File: src/rtl/predecode_queue_if.sv
// predecode_queue_if: fetch-batch input and rename-slot output bundle of the pre-decode queue
`ifndef BP_GHR_BITS
`define BP_GHR_BITS 8
`endif
`ifndef ALU_TYPE_INT
`define ALU_TYPE_INT 2'd0
`define ALU_TYPE_MUL 2'd1
`define ALU_TYPE_MEM 2'd2
`define ALU_TYPE_FO 2'd3
`endif
interface predecode_queue_if #(
  parameter int LANES = 2,
  parameter int DEPTH = 8,
  parameter int GHR_BITS = `BP_GHR_BITS
);
  localparam int CW = $clog2(LANES + 1);
  localparam int OW = $clog2(DEPTH + 1);
  logic flush;
  logic [LANES-1:0] in_valid;
  logic [LANES*32-1:0] in_inst;
  logic [LANES*32-1:0] in_pc;
  logic [LANES-1:0] in_pred_taken;
  logic [LANES*32-1:0] in_pred_target;
  logic [LANES*GHR_BITS-1:0] in_pred_hist;
  logic in_ready;
  logic [LANES-1:0] out_valid;
  logic [LANES*32-1:0] out_inst;
  logic [LANES*32-1:0] out_pc;
  logic [LANES-1:0] out_pred_taken;
  logic [LANES*32-1:0] out_pred_target;
  logic [LANES*GHR_BITS-1:0] out_pred_hist;
  logic [LANES*2-1:0] out_fu_type;
  logic [LANES*5-1:0] out_rs1;
  logic [LANES*5-1:0] out_rs2;
  logic [LANES*5-1:0] out_rd;
  logic [LANES*32-1:0] out_imm;
  logic [LANES-1:0] out_use_imm;
  logic [LANES-1:0] out_rs1_is_fp;
  logic [LANES-1:0] out_rs2_is_fp;
  logic [LANES-1:0] out_rd_is_fp;
  logic [CW-1:0] out_pop_cnt;
  logic [OW-1:0] occupancy;
  modport master (
    output flush, in_valid, in_inst, in_pc, in_pred_taken, in_pred_target, in_pred_hist, out_pop_cnt,
    input in_ready, out_valid, out_inst, out_pc, out_pred_taken, out_pred_target, out_pred_hist,
    input out_fu_type, out_rs1, out_rs2, out_rd, out_imm, out_use_imm,
    input out_rs1_is_fp, out_rs2_is_fp, out_rd_is_fp, occupancy
  );
  modport slave (
    input flush, in_valid, in_inst, in_pc, in_pred_taken, in_pred_target, in_pred_hist, out_pop_cnt,
    output in_ready, out_valid, out_inst, out_pc, out_pred_taken, out_pred_target, out_pred_hist,
    output out_fu_type, out_rs1, out_rs2, out_rd, out_imm, out_use_imm,
    output out_rs1_is_fp, out_rs2_is_fp, out_rd_is_fp, occupancy
  );
endinterface

File: src/rtl/predecode_queue.sv
// predecode_queue: decodes a holey LANES-wide fetch batch and compacts it into a circular queue feeding rename
`ifndef BP_GHR_BITS
`define BP_GHR_BITS 8
`endif
`ifndef ALU_TYPE_INT
`define ALU_TYPE_INT 2'd0
`define ALU_TYPE_MUL 2'd1
`define ALU_TYPE_MEM 2'd2
`define ALU_TYPE_FO 2'd3
`endif
module predecode_queue #(
  parameter int LANES = 2,
  parameter int DEPTH = 8,
  parameter int GHR_BITS = `BP_GHR_BITS
) (
  input logic clk,
  input logic rst,
  predecode_queue_if.slave q
);
  localparam int CW = $clog2(LANES + 1);
  localparam int OW = $clog2(DEPTH + 1);
  localparam int AW = $clog2(DEPTH);
  localparam logic [6:0] OPC_LOAD = 7'h03, OPC_LOAD_FP = 7'h07, OPC_MISC_MEM = 7'h0f;
  localparam logic [6:0] OPC_OP_IMM = 7'h13, OPC_AUIPC = 7'h17, OPC_STORE = 7'h23;
  localparam logic [6:0] OPC_STORE_FP = 7'h27, OPC_OP = 7'h33, OPC_LUI = 7'h37;
  localparam logic [6:0] OPC_MADD = 7'h43, OPC_MSUB = 7'h47, OPC_NMSUB = 7'h4b, OPC_NMADD = 7'h4f;
  localparam logic [6:0] OPC_OP_FP = 7'h53, OPC_BRANCH = 7'h63, OPC_JALR = 7'h67;
  localparam logic [6:0] OPC_JAL = 7'h6f, OPC_SYSTEM = 7'h73;
  typedef struct packed {
    logic [31:0] inst;
    logic [31:0] pc;
    logic taken;
    logic [31:0] target;
    logic [GHR_BITS-1:0] hist;
    logic [1:0] fu;
    logic [4:0] rs1;
    logic [4:0] rs2;
    logic [4:0] rd;
    logic [31:0] imm;
    logic use_imm;
    logic rs1_fp;
    logic rs2_fp;
    logic rd_fp;
  } entry_t;
  localparam entry_t EMPTY = '{fu: `ALU_TYPE_INT, default: '0};
  function automatic entry_t decode(input logic [31:0] i);
    entry_t e;
    logic [6:0] op;
    logic fused, op_fp, i_t, s_t, b_t, u_t, j_t, z_t;
    op = i[6:0];
    fused = op inside {OPC_MADD, OPC_MSUB, OPC_NMSUB, OPC_NMADD};
    op_fp = op == OPC_OP_FP;
    i_t = op inside {OPC_OP_IMM, OPC_LOAD, OPC_JALR, OPC_MISC_MEM};
    s_t = op == OPC_STORE;
    b_t = op == OPC_BRANCH;
    u_t = op inside {OPC_LUI, OPC_AUIPC};
    j_t = op == OPC_JAL;
    z_t = op == OPC_SYSTEM && i[14];
    e = EMPTY;
    e.inst = i;
    e.fu = (op == OPC_OP && i[31:25] == 7'b0000001) ? `ALU_TYPE_MUL :
           (op inside {OPC_LOAD, OPC_STORE, OPC_MISC_MEM}) ? `ALU_TYPE_MEM :
           (fused || op_fp || op inside {OPC_LOAD_FP, OPC_STORE_FP}) ? `ALU_TYPE_FO : `ALU_TYPE_INT;
    e.rs1 = (u_t || j_t || z_t) ? 5'd0 : i[19:15];
    e.rs2 = (fused || op_fp || op inside {OPC_OP, OPC_BRANCH, OPC_STORE, OPC_STORE_FP}) ? i[24:20] : 5'd0;
    e.rd = (op inside {OPC_STORE, OPC_STORE_FP, OPC_BRANCH}) ? 5'd0 : i[11:7];
    e.imm = i_t ? {{20{i[31]}}, i[31:20]} :
            s_t ? {{20{i[31]}}, i[31:25], i[11:7]} :
            b_t ? {{19{i[31]}}, i[31], i[7], i[30:25], i[11:8], 1'b0} :
            u_t ? {i[31:12], 12'b0} :
            j_t ? {{11{i[31]}}, i[31], i[19:12], i[20], i[30:21], 1'b0} :
            z_t ? {27'b0, i[19:15]} : 32'b0;
    e.use_imm = i_t || s_t || b_t || u_t || j_t || z_t;
    e.rs1_fp = fused || op_fp;
    e.rs2_fp = fused || op_fp || op == OPC_STORE_FP;
    e.rd_fp = fused || op_fp || op == OPC_LOAD_FP;
    return e;
  endfunction
  entry_t mem [DEPTH];
  entry_t dec [LANES];
  entry_t slot [LANES];
  logic [AW-1:0] wr_idx [LANES];
  logic [AW-1:0] head, tail;
  logic [OW-1:0] occ;
  logic [CW-1:0] n_enq, n_avail, n_pop;
  logic do_enq;
  // Each valid lane lands at tail plus the number of valid lanes below it.
  always_comb begin
    n_enq = '0;
    for (int l = 0; l < LANES; l++) begin
      wr_idx[l] = tail + AW'(n_enq);
      n_enq = n_enq + CW'(q.in_valid[l]);
      dec[l] = decode(q.in_inst[32*l +: 32]);
      dec[l].pc = q.in_pc[32*l +: 32];
      dec[l].taken = q.in_pred_taken[l];
      dec[l].target = q.in_pred_target[32*l +: 32];
      dec[l].hist = q.in_pred_hist[GHR_BITS*l +: GHR_BITS];
    end
  end
  assign q.in_ready = occ <= OW'(DEPTH - LANES);
  assign q.occupancy = occ;
  assign do_enq = q.in_ready && |q.in_valid && !q.flush;
  assign n_avail = (occ < OW'(LANES)) ? CW'(occ) : CW'(LANES);
  assign n_pop = (q.out_pop_cnt < n_avail) ? q.out_pop_cnt : n_avail;
  always_ff @(posedge clk) begin
    if (rst || q.flush) begin
      head <= '0;
      tail <= '0;
      occ <= '0;
    end else begin
      head <= head + AW'(n_pop);
      tail <= do_enq ? tail + AW'(n_enq) : tail;
      occ <= occ + (do_enq ? OW'(n_enq) : OW'(0)) - OW'(n_pop);
    end
  end
  always_ff @(posedge clk) begin
    for (int l = 0; l < LANES; l++)
      if (do_enq && q.in_valid[l]) mem[wr_idx[l]] <= dec[l];
  end
  always_comb begin
    for (int s = 0; s < LANES; s++) begin
      q.out_valid[s] = OW'(s) < occ;
      slot[s] = q.out_valid[s] ? mem[head + AW'(s)] : EMPTY;
      q.out_inst[32*s +: 32] = slot[s].inst;
      q.out_pc[32*s +: 32] = slot[s].pc;
      q.out_pred_taken[s] = slot[s].taken;
      q.out_pred_target[32*s +: 32] = slot[s].target;
      q.out_pred_hist[GHR_BITS*s +: GHR_BITS] = slot[s].hist;
      q.out_fu_type[2*s +: 2] = slot[s].fu;
      q.out_rs1[5*s +: 5] = slot[s].rs1;
      q.out_rs2[5*s +: 5] = slot[s].rs2;
      q.out_rd[5*s +: 5] = slot[s].rd;
      q.out_imm[32*s +: 32] = slot[s].imm;
      q.out_use_imm[s] = slot[s].use_imm;
      q.out_rs1_is_fp[s] = slot[s].rs1_fp;
      q.out_rs2_is_fp[s] = slot[s].rs2_fp;
      q.out_rd_is_fp[s] = slot[s].rd_fp;
    end
  end
  // Rename must never pop more than it is shown; the datapath clamps regardless.
  pop_in_range: assert property (@(posedge clk) disable iff (rst) q.out_pop_cnt <= n_avail);
endmodule

File: src/flat_wrapper.sv
// flat-port wrapper written by rule: the top's interface ports become plain ports
module predecode_queue_flat 
#(
  parameter int LANES = 2,
  parameter int DEPTH = 8,
  parameter int GHR_BITS = `BP_GHR_BITS
)
  (clk, rst, q_flush, q_in_valid, q_in_inst, q_in_pc, q_in_pred_taken, q_in_pred_target, q_in_pred_hist, q_out_pop_cnt, q_in_ready, q_out_valid, q_out_inst, q_out_pc, q_out_pred_taken, q_out_pred_target, q_out_pred_hist, q_out_fu_type, q_out_rs1, q_out_rs2, q_out_rd, q_out_imm, q_out_use_imm, q_out_rs1_is_fp, q_out_rs2_is_fp, q_out_rd_is_fp, q_occupancy);
  predecode_queue_if #(.LANES(LANES), .DEPTH(DEPTH), .GHR_BITS(GHR_BITS)) q_i ();
  input logic clk;
  input logic rst;
  input wire logic [$bits(q_i.flush)-1:0] q_flush;
  input wire logic [$bits(q_i.in_valid)-1:0] q_in_valid;
  input wire logic [$bits(q_i.in_inst)-1:0] q_in_inst;
  input wire logic [$bits(q_i.in_pc)-1:0] q_in_pc;
  input wire logic [$bits(q_i.in_pred_taken)-1:0] q_in_pred_taken;
  input wire logic [$bits(q_i.in_pred_target)-1:0] q_in_pred_target;
  input wire logic [$bits(q_i.in_pred_hist)-1:0] q_in_pred_hist;
  input wire logic [$bits(q_i.out_pop_cnt)-1:0] q_out_pop_cnt;
  output wire logic [$bits(q_i.in_ready)-1:0] q_in_ready;
  output wire logic [$bits(q_i.out_valid)-1:0] q_out_valid;
  output wire logic [$bits(q_i.out_inst)-1:0] q_out_inst;
  output wire logic [$bits(q_i.out_pc)-1:0] q_out_pc;
  output wire logic [$bits(q_i.out_pred_taken)-1:0] q_out_pred_taken;
  output wire logic [$bits(q_i.out_pred_target)-1:0] q_out_pred_target;
  output wire logic [$bits(q_i.out_pred_hist)-1:0] q_out_pred_hist;
  output wire logic [$bits(q_i.out_fu_type)-1:0] q_out_fu_type;
  output wire logic [$bits(q_i.out_rs1)-1:0] q_out_rs1;
  output wire logic [$bits(q_i.out_rs2)-1:0] q_out_rs2;
  output wire logic [$bits(q_i.out_rd)-1:0] q_out_rd;
  output wire logic [$bits(q_i.out_imm)-1:0] q_out_imm;
  output wire logic [$bits(q_i.out_use_imm)-1:0] q_out_use_imm;
  output wire logic [$bits(q_i.out_rs1_is_fp)-1:0] q_out_rs1_is_fp;
  output wire logic [$bits(q_i.out_rs2_is_fp)-1:0] q_out_rs2_is_fp;
  output wire logic [$bits(q_i.out_rd_is_fp)-1:0] q_out_rd_is_fp;
  output wire logic [$bits(q_i.occupancy)-1:0] q_occupancy;
  assign q_i.flush = q_flush;
  assign q_i.in_valid = q_in_valid;
  assign q_i.in_inst = q_in_inst;
  assign q_i.in_pc = q_in_pc;
  assign q_i.in_pred_taken = q_in_pred_taken;
  assign q_i.in_pred_target = q_in_pred_target;
  assign q_i.in_pred_hist = q_in_pred_hist;
  assign q_i.out_pop_cnt = q_out_pop_cnt;
  assign q_in_ready = q_i.in_ready;
  assign q_out_valid = q_i.out_valid;
  assign q_out_inst = q_i.out_inst;
  assign q_out_pc = q_i.out_pc;
  assign q_out_pred_taken = q_i.out_pred_taken;
  assign q_out_pred_target = q_i.out_pred_target;
  assign q_out_pred_hist = q_i.out_pred_hist;
  assign q_out_fu_type = q_i.out_fu_type;
  assign q_out_rs1 = q_i.out_rs1;
  assign q_out_rs2 = q_i.out_rs2;
  assign q_out_rd = q_i.out_rd;
  assign q_out_imm = q_i.out_imm;
  assign q_out_use_imm = q_i.out_use_imm;
  assign q_out_rs1_is_fp = q_i.out_rs1_is_fp;
  assign q_out_rs2_is_fp = q_i.out_rs2_is_fp;
  assign q_out_rd_is_fp = q_i.out_rd_is_fp;
  assign q_occupancy = q_i.occupancy;
  predecode_queue #(.LANES(LANES), .DEPTH(DEPTH), .GHR_BITS(GHR_BITS)) u_core (.clk(clk), .rst(rst), .q(q_i));
endmodule
File: config.mk
export PLATFORM = sky130hd
export DESIGN_NAME = predecode_queue_flat
export DESIGN_NICKNAME = d
export VERILOG_FILES = /design/src/rtl/predecode_queue_if.sv /design/src/rtl/predecode_queue.sv /design/src/flat_wrapper.sv
export SDC_FILE = /design/constraint.sdc
export NUM_CORES = 2
export LEC_CHECK = 0
export ABC_AREA = 1
export CORE_ASPECT_RATIO = 0.8
export CORE_MARGIN = 5
export CORE_UTILIZATION = 30
export DETAILED_ROUTE_END_ITERATION = 6
export PLACE_DENSITY = 0.56
export SETUP_SLACK_MARGIN = 0.4
export SYNTH_ARGS = -nofsm -noshare
export SYNTH_HDL_FRONTEND = slang
export SYNTH_SLANG_ARGS = --single-unit
File: constraint.sdc
create_clock -name clk -period 17.3 [get_ports clk]
set_input_delay 4.325 -clock clk [delete_from_list [all_inputs] [get_ports clk]]
set_output_delay 4.325 -clock clk [all_outputs]
set_load 0.03 [all_outputs]
Yosys cells after proc, flatten, opt, wreduce, memory -nomap -nowiden
Memories as Yosys holds them, arrays and structs flattened. A register that Yosys moved wholly into a read port is not among the register bits.
Index checks and enable logic that the tools add are counted.
{"block": "word_totals", "memories": 1, "wordCells": 137, "out_inout_bits": 323, "ramBits": 1264, "register_bits": 10}
{"block": "classes", "n_addsub": 7, "n_reduce_logical": 49, "n_eq_ne": 38, "muxes": 34, "order_cmp": 5}
{"name": "u_core.mem", "depth": 8, "width": 158, "read_ports": 2, "rd_ports_with_merged_regs": 1, "write_ports": 2, "line_no": "predecode_queue.sv:79", "rtl": "entry_t mem [DEPTH];"}
{"op": "two-way mux 32 bit", "n": 10}
{"op": "two-way mux 158 bit", "n": 2}
{"op": "equality test 7 bit (second input constant)", "n": 18}
{"op": "equality test 7 x 6 -> 1 bit (second input constant)", "n": 8}
{"op": "two-way mux 5 bit", "n": 8}
{"op": "equality test 7 x 5 -> 1 bit (second input constant)", "n": 4}
{"op": "logical OR 1 bit", "n": 25}
{"op": "nonzero test 4 bit", "n": 6}
{"op": "two-way mux 2 bit", "n": 9}
{"op": "equality test 7 x 1 -> 1 bit (second input constant)", "n": 2}
{"op": "equality test 7 x 2 -> 1 bit (second input constant)", "n": 2}
{"op": "equality test 7 x 3 -> 1 bit (second input constant)", "n": 2}
{"op": "equality test 7 x 4 -> 1 bit (second input constant)", "n": 2}
{"op": "nonzero test 3 bit", "n": 4}
{"op": "logical AND 1 bit", "n": 8}
{"op": "< comparator 1 x 4 -> 1 bit (first input constant)", "n": 2}
{"op": "nonzero test 2 bit", "n": 4}
{"op": "adder 3 x 2 -> 3 bit", "n": 2}
{"op": "adder 4 bit", "n": 1}
{"op": "less-or-equal comparator 4 x 3 -> 1 bit (second input constant)", "n": 1}
{"op": "< comparator 4 x 2 -> 1 bit (second input constant)", "n": 1}
{"op": "two-way mux 1 bit", "n": 4}
{"op": "subtractor 4 x 2 -> 4 bit", "n": 1}
{"op": "adder 3 x 1 -> 3 bit", "n": 1}
{"op": "other kinds (6)", "n": 6}

Depth between registers and ports, before layout
{"block": "depth", "ltp_word": 8, "ltp_mapped": 15, "depth_no_buf": 15}

Worst setup path before layout
OpenSTA, ideal clock, no wires.
{"block": "synth_path", "path_type": "input -> register", "from": "input q_in_valid[0]", "to": "memory u_core.mem[0][0] (netlist bit), enable pin", "setup_slack_ps": 137, "arrival_ps": 16269, "path_buffers": 0, "path_stages": 7, "required_ps": 16406, "path_cell_list": "inv_1 > ha_1 > nor2_2 > nand2_1 > nor2_1 > nand3_1 > o21ai_0"}
{"element": "start, declared", "line_no": "flat_wrapper.sv:13", "rtl": "input wire logic [$bits(q_i.in_valid)-1:0] q_in_valid;"}
{"element": "end, declared", "line_no": "predecode_queue.sv:79"}

Worst setup path after layout
{"block": "layout_path", "from": "register u_core.head[0]", "to": "output q_out_pc[61]"}
{"block": "layout_via", "elab_chain_len": 3}
{"element": "start, declared", "line_no": "predecode_queue.sv:83", "rtl": "logic [AW-1:0] head, tail;"}
{"element": "start signal, assigned", "line_no": "predecode_queue.sv:111", "rtl": "head <= head + AW'(n_pop);"}
{"element": "adder 3 x 1 -> 3 bit", "line_no": "predecode_queue.sv:123", "rtl": "slot[s] = q.out_valid[s] ? mem[head + AW'(s)] : EMPTY;"}
{"element": "memory read (8 x 158 bit)"}
{"element": "two-way mux 158 bit", "line_no": "predecode_queue.sv:123"}
{"element": "end, declared", "line_no": "flat_wrapper.sv:23", "rtl": "output wire logic [$bits(q_i.out_pc)-1:0] q_out_pc;"}
Every way passes these cells.

==> flow_metrics.py <==
metrics = {
    "outcome": {
        "outcome": "complete, but fails checks",
        "violations": "design-rule violations",
    },
    "timing": {
        "report.final.hold_viol_count": 0,
        "final.period_utilization": 0.655,
        "finalMaxSlewViolations": 0,
        "period_needed_ns": 11.32,
        "fmax_mhz": 88.3,
        "setup_tns_ns": 0,
        "relSlewSlack": 0.109,
        "grt_setup_unrepaired": "false",
        "clock_skew_ns": 0.0665,
        "worst_pin_slew_ns": 1.34,
        "setup_slack_ns": 5.98,
        "setup_violations": 0,
    },
    "floorplan": {
        "core_area_um2": 262000,
        "fp.dieArea_um2": 274000,
        "io_pins": 540,
        "die_x_um": 585,
        "start_util": 0.302,
        "die_y_um": 470,
        "rows": 168,
    },
    "global_routing": {
        "grt_pass1_vias": 69700,
        "grt_max_degree": 228,
        "grt_pass1_wl_um": 490000,
        "overflow": 0,
        "antenna_found_initial": 61,
        "gr-usage-all-layers": 0.238,
    },
    "yosys": {
        "synth_top_area_share": 0.479,
        "syn-cell-area_um2": 79200,
        "synth_seq_area_share": 0.482,
        "synthCells": 10100,
        "synth_top_cell_by_area": "edfxtp_1",
        "yosysMostFrequentCell": "nand2_1",
        "synth-seq-cells": 1274,
        "synth_area_leaders": "edfxtp_1 (48%), o21ai_0 (12%), nand2_1 (11%)",
        "syn-num-nets": 10300,
        "ys_types": 38,
        "synth_ff_type": "edfxtp_1",
        "ys_warn_count": 0,
        "async_reset_ff_frac": 0,
        "synth-edff-count": 1264,
        "avgSynthCellArea_um2": 7.84,
        "netlist_top_cells_count": "nand2_1 (2416), o21ai_0 (1874), edfxtp_1 (1264), a21oi_1 (954), inv_1 (731)",
    },
    "detailed_routing": {
        "dr.pass1.iters": 7,
        "ant_nets": 0,
        "via_per_inst": 5.60,
        "dr.first_iter.drc_count": 11000,
        "drc_errors": 2,
        "drt_wl_total_um": 345000,
        "vias": 76600,
        "post_drt_wl_per_cell_um": 25.2,
    },
    "clock_tree": {
        "cts_setup_buffers": 0,
        "ctsLongestPathBuffers": 4,
        "clk_pin_slew_worst_paths_ns": 0.05,
        "insertion_delay_ns": 0.84,
        "cts_resized": 0,
        "cts_hold_buf": 0,
        "numCtsBuffers": 159,
        "clock-sinks": 1274,
        "htreeDepth": 4,
        "cts_tree": "built",
        "cts_root_buffer": "clkbuf_16",
    },
    "placement": {
        "port_buffers": 539,
        "place_congestion": 0.870,
        "dp_slack_ns": 6.80,
        "hpwlAfterDp_um": 205000,
    },
    "power_and_ir_drop": {
        "peakVddDrop_mv": 0.118,
        "p_int_uw": 6950,
        "powerDensity_nw_per_um2": 133,
        "power_frac_seq": 0.296,
        "clkPwrFrac": 0.275,
        "combPwrFrac": 0.429,
        "leakagePower_uw": 0.0332,
        "switching_share": 0.425,
        "power_switching_uw": 5130,
    },
    "critical_path": {
        "worstPathCellList": "ha_4, buf_4, buf_4, buf_4, o21ai_0, o21a_1, a21oi_1, clkdlybuf4s50_1",
        "cp_data_arrival_time_ns": 7.00,
        "critPathSlowestCell": "ha_4",
        "path_class": "register to primary output",
        "rr_endpoint": "u_core.mem[7][120]$_DFFE_PP_",
        "cp_num_buf_inv": 4,
        "critPathRequiredTime_ns": 12.98,
        "crit_path_max_incr_delay_ns": 0.90,
        "r2r_cells": 13,
        "reg2reg_from": "u_core.tail[0]$_SDFFE_PP0N_",
        "worst-r2r-setup-slack_ns": 11.33,
        "crit_family": "buffers and inverters",
        "crit_top_cell": "buf_4",
        "critPathMaxFanout": 82,
        "cp-end-kind": "primary output",
        "startpoint_type": "register",
    },
    "flow_run": {
        "cap_violations": 0,
    },
    "layout": {
        "nNetsFinal": 10300,
        "drive_above_1_share": 0.0483,
        "area_growth_pct": 14.7,
        "n_fill_cell": 26700,
    },
    "worst_hold_path": {
        "holdCritPathClass": "register to register",
        "whs_endpoint": "u_core.tail[1]$_SDFFE_PP0N_",
        "hold_start": "u_core.tail[1]$_SDFFE_PP0N_",
        "holdPathStages": 2,
    },
}
## how the worst max path moves through the flow
stage	start	end	slack [ns]	depth (start not counted)
after floorplan	q_in_valid[0]	u_core.mem[0][0]$_DFFE_PP_	0.14	7
after global placement	u_core.head[0]$_SDFF_PP0_	q_out_pc[61]	6.83	8
after detailed placement	u_core.head[0]$_SDFF_PP0_	q_out_pc[61]	6.80	8
after CTS	u_core.head[0]$_SDFF_PP0_	q_out_pc[61]	5.93	8
after global routing	u_core.head[0]$_SDFF_PP0_	q_out_pc[62]	5.55	8
final	u_core.head[0]$_SDFF_PP0_	q_out_pc[61]	5.98	8
## cells in the final DEF (no fill, tap or decap), types with 158 or more instances in the layout
master / n
a21oi_1: 954
a31oi_1: 158
clkbuf_16: 161
clkdlybuf4s50_1: 539
edfxtp_1: 1264
inv_1: 731
nand2_1: 2414
nand3_1: 391
nor2_1: 572
o211ai_1: 158
o21a_1: 158
o21ai_0: 1866
o21ai_1: 358
## power by group through the flow
stage | combinational, uW | sequential [uW] | clock (uW)
final | 5180 | 3580 | 3320
after CTS | 5140 | 3580 | 3360
after floorplan | 3110 | 3660 | 0
after global placement | 5080 | 3640 | 0
after detailed placement | 5120 | 3640 | 0
after global routing | 5510 | 3590 | 3480
## sequential cells by signal, summed over array words and instances (netlist names)
name	cells
u_core.head	3
u_core.mem	1264
u_core.q.occupancy	4
u_core.tail	3
## cell type report
type	count	area, um2	share of cell area
Inverter	752	2850	0.0314
Clock inverter	87	823	0.00906
Sequential cell	1274	38200	0.420
Antenna cell	28	70.1	0.000771
Clock buffer	185	4120	0.0453
Multi-Input combinational cell	7185	33900	0.373
Tap cell	3485	4360	0.0480
Timing Repair Buffer	676	6560	0.0722
## worst register-to-register path, delay by kind of cell (launching register included)
family / cells / cell delay [ns]
buf+inv: 5 / 2.70
simple gates: 5 / 1.25
flops: 1 / 0.69
compound gates: 1 / 0.45
fa+ha+maj: 2 / 0.43
## layer usage
| layer | routed length, um | track usage | vias up | share of wire |
|---|---|---|---|---|
| met5 | 199 | 0 | - | 0.00058 |
| met4 | 17000 | 0.107 | 32 | 0.049 |
| met2 | 147000 | 0.356 | 5063 | 0.43 |
| met1 | 139000 | 0.324 | 36100 | 0.40 |
| met3 | 42300 | 0.0608 | 795 | 0.12 |
| li1 | - | - | 34600 | - |
## per-stage QoR
stage	util	hold WS, ns	total power, uW	area [um2]	std cells
after floorplan	-	0.551	6770	79200	10100
after global placement	0.327	0.649	8720	85800	13400
after detailed placement	0.327	0.677	8760	85800	13400
after CTS	0.346	0.685	12100	90800	13600
after global routing	0.346	0.733	12600	90800	13700
final	0.346	0.683	12100	90900	13700
## cell families after synthesis
logic type / count (synthesis) / share of synthesized area
adders and majority gates: 19 / 0.00338
AOI/OAI and AO/OA: 3663 / 0.244
buffers and inverters: 1639 / 0.0921
DFF: 1274 / 0.482
and+or+nand+nor: 3501 / 0.178
xor gates and xnor gates: 2 / 0.000458
No activity file was read; power rests on OpenSTA's default activity.
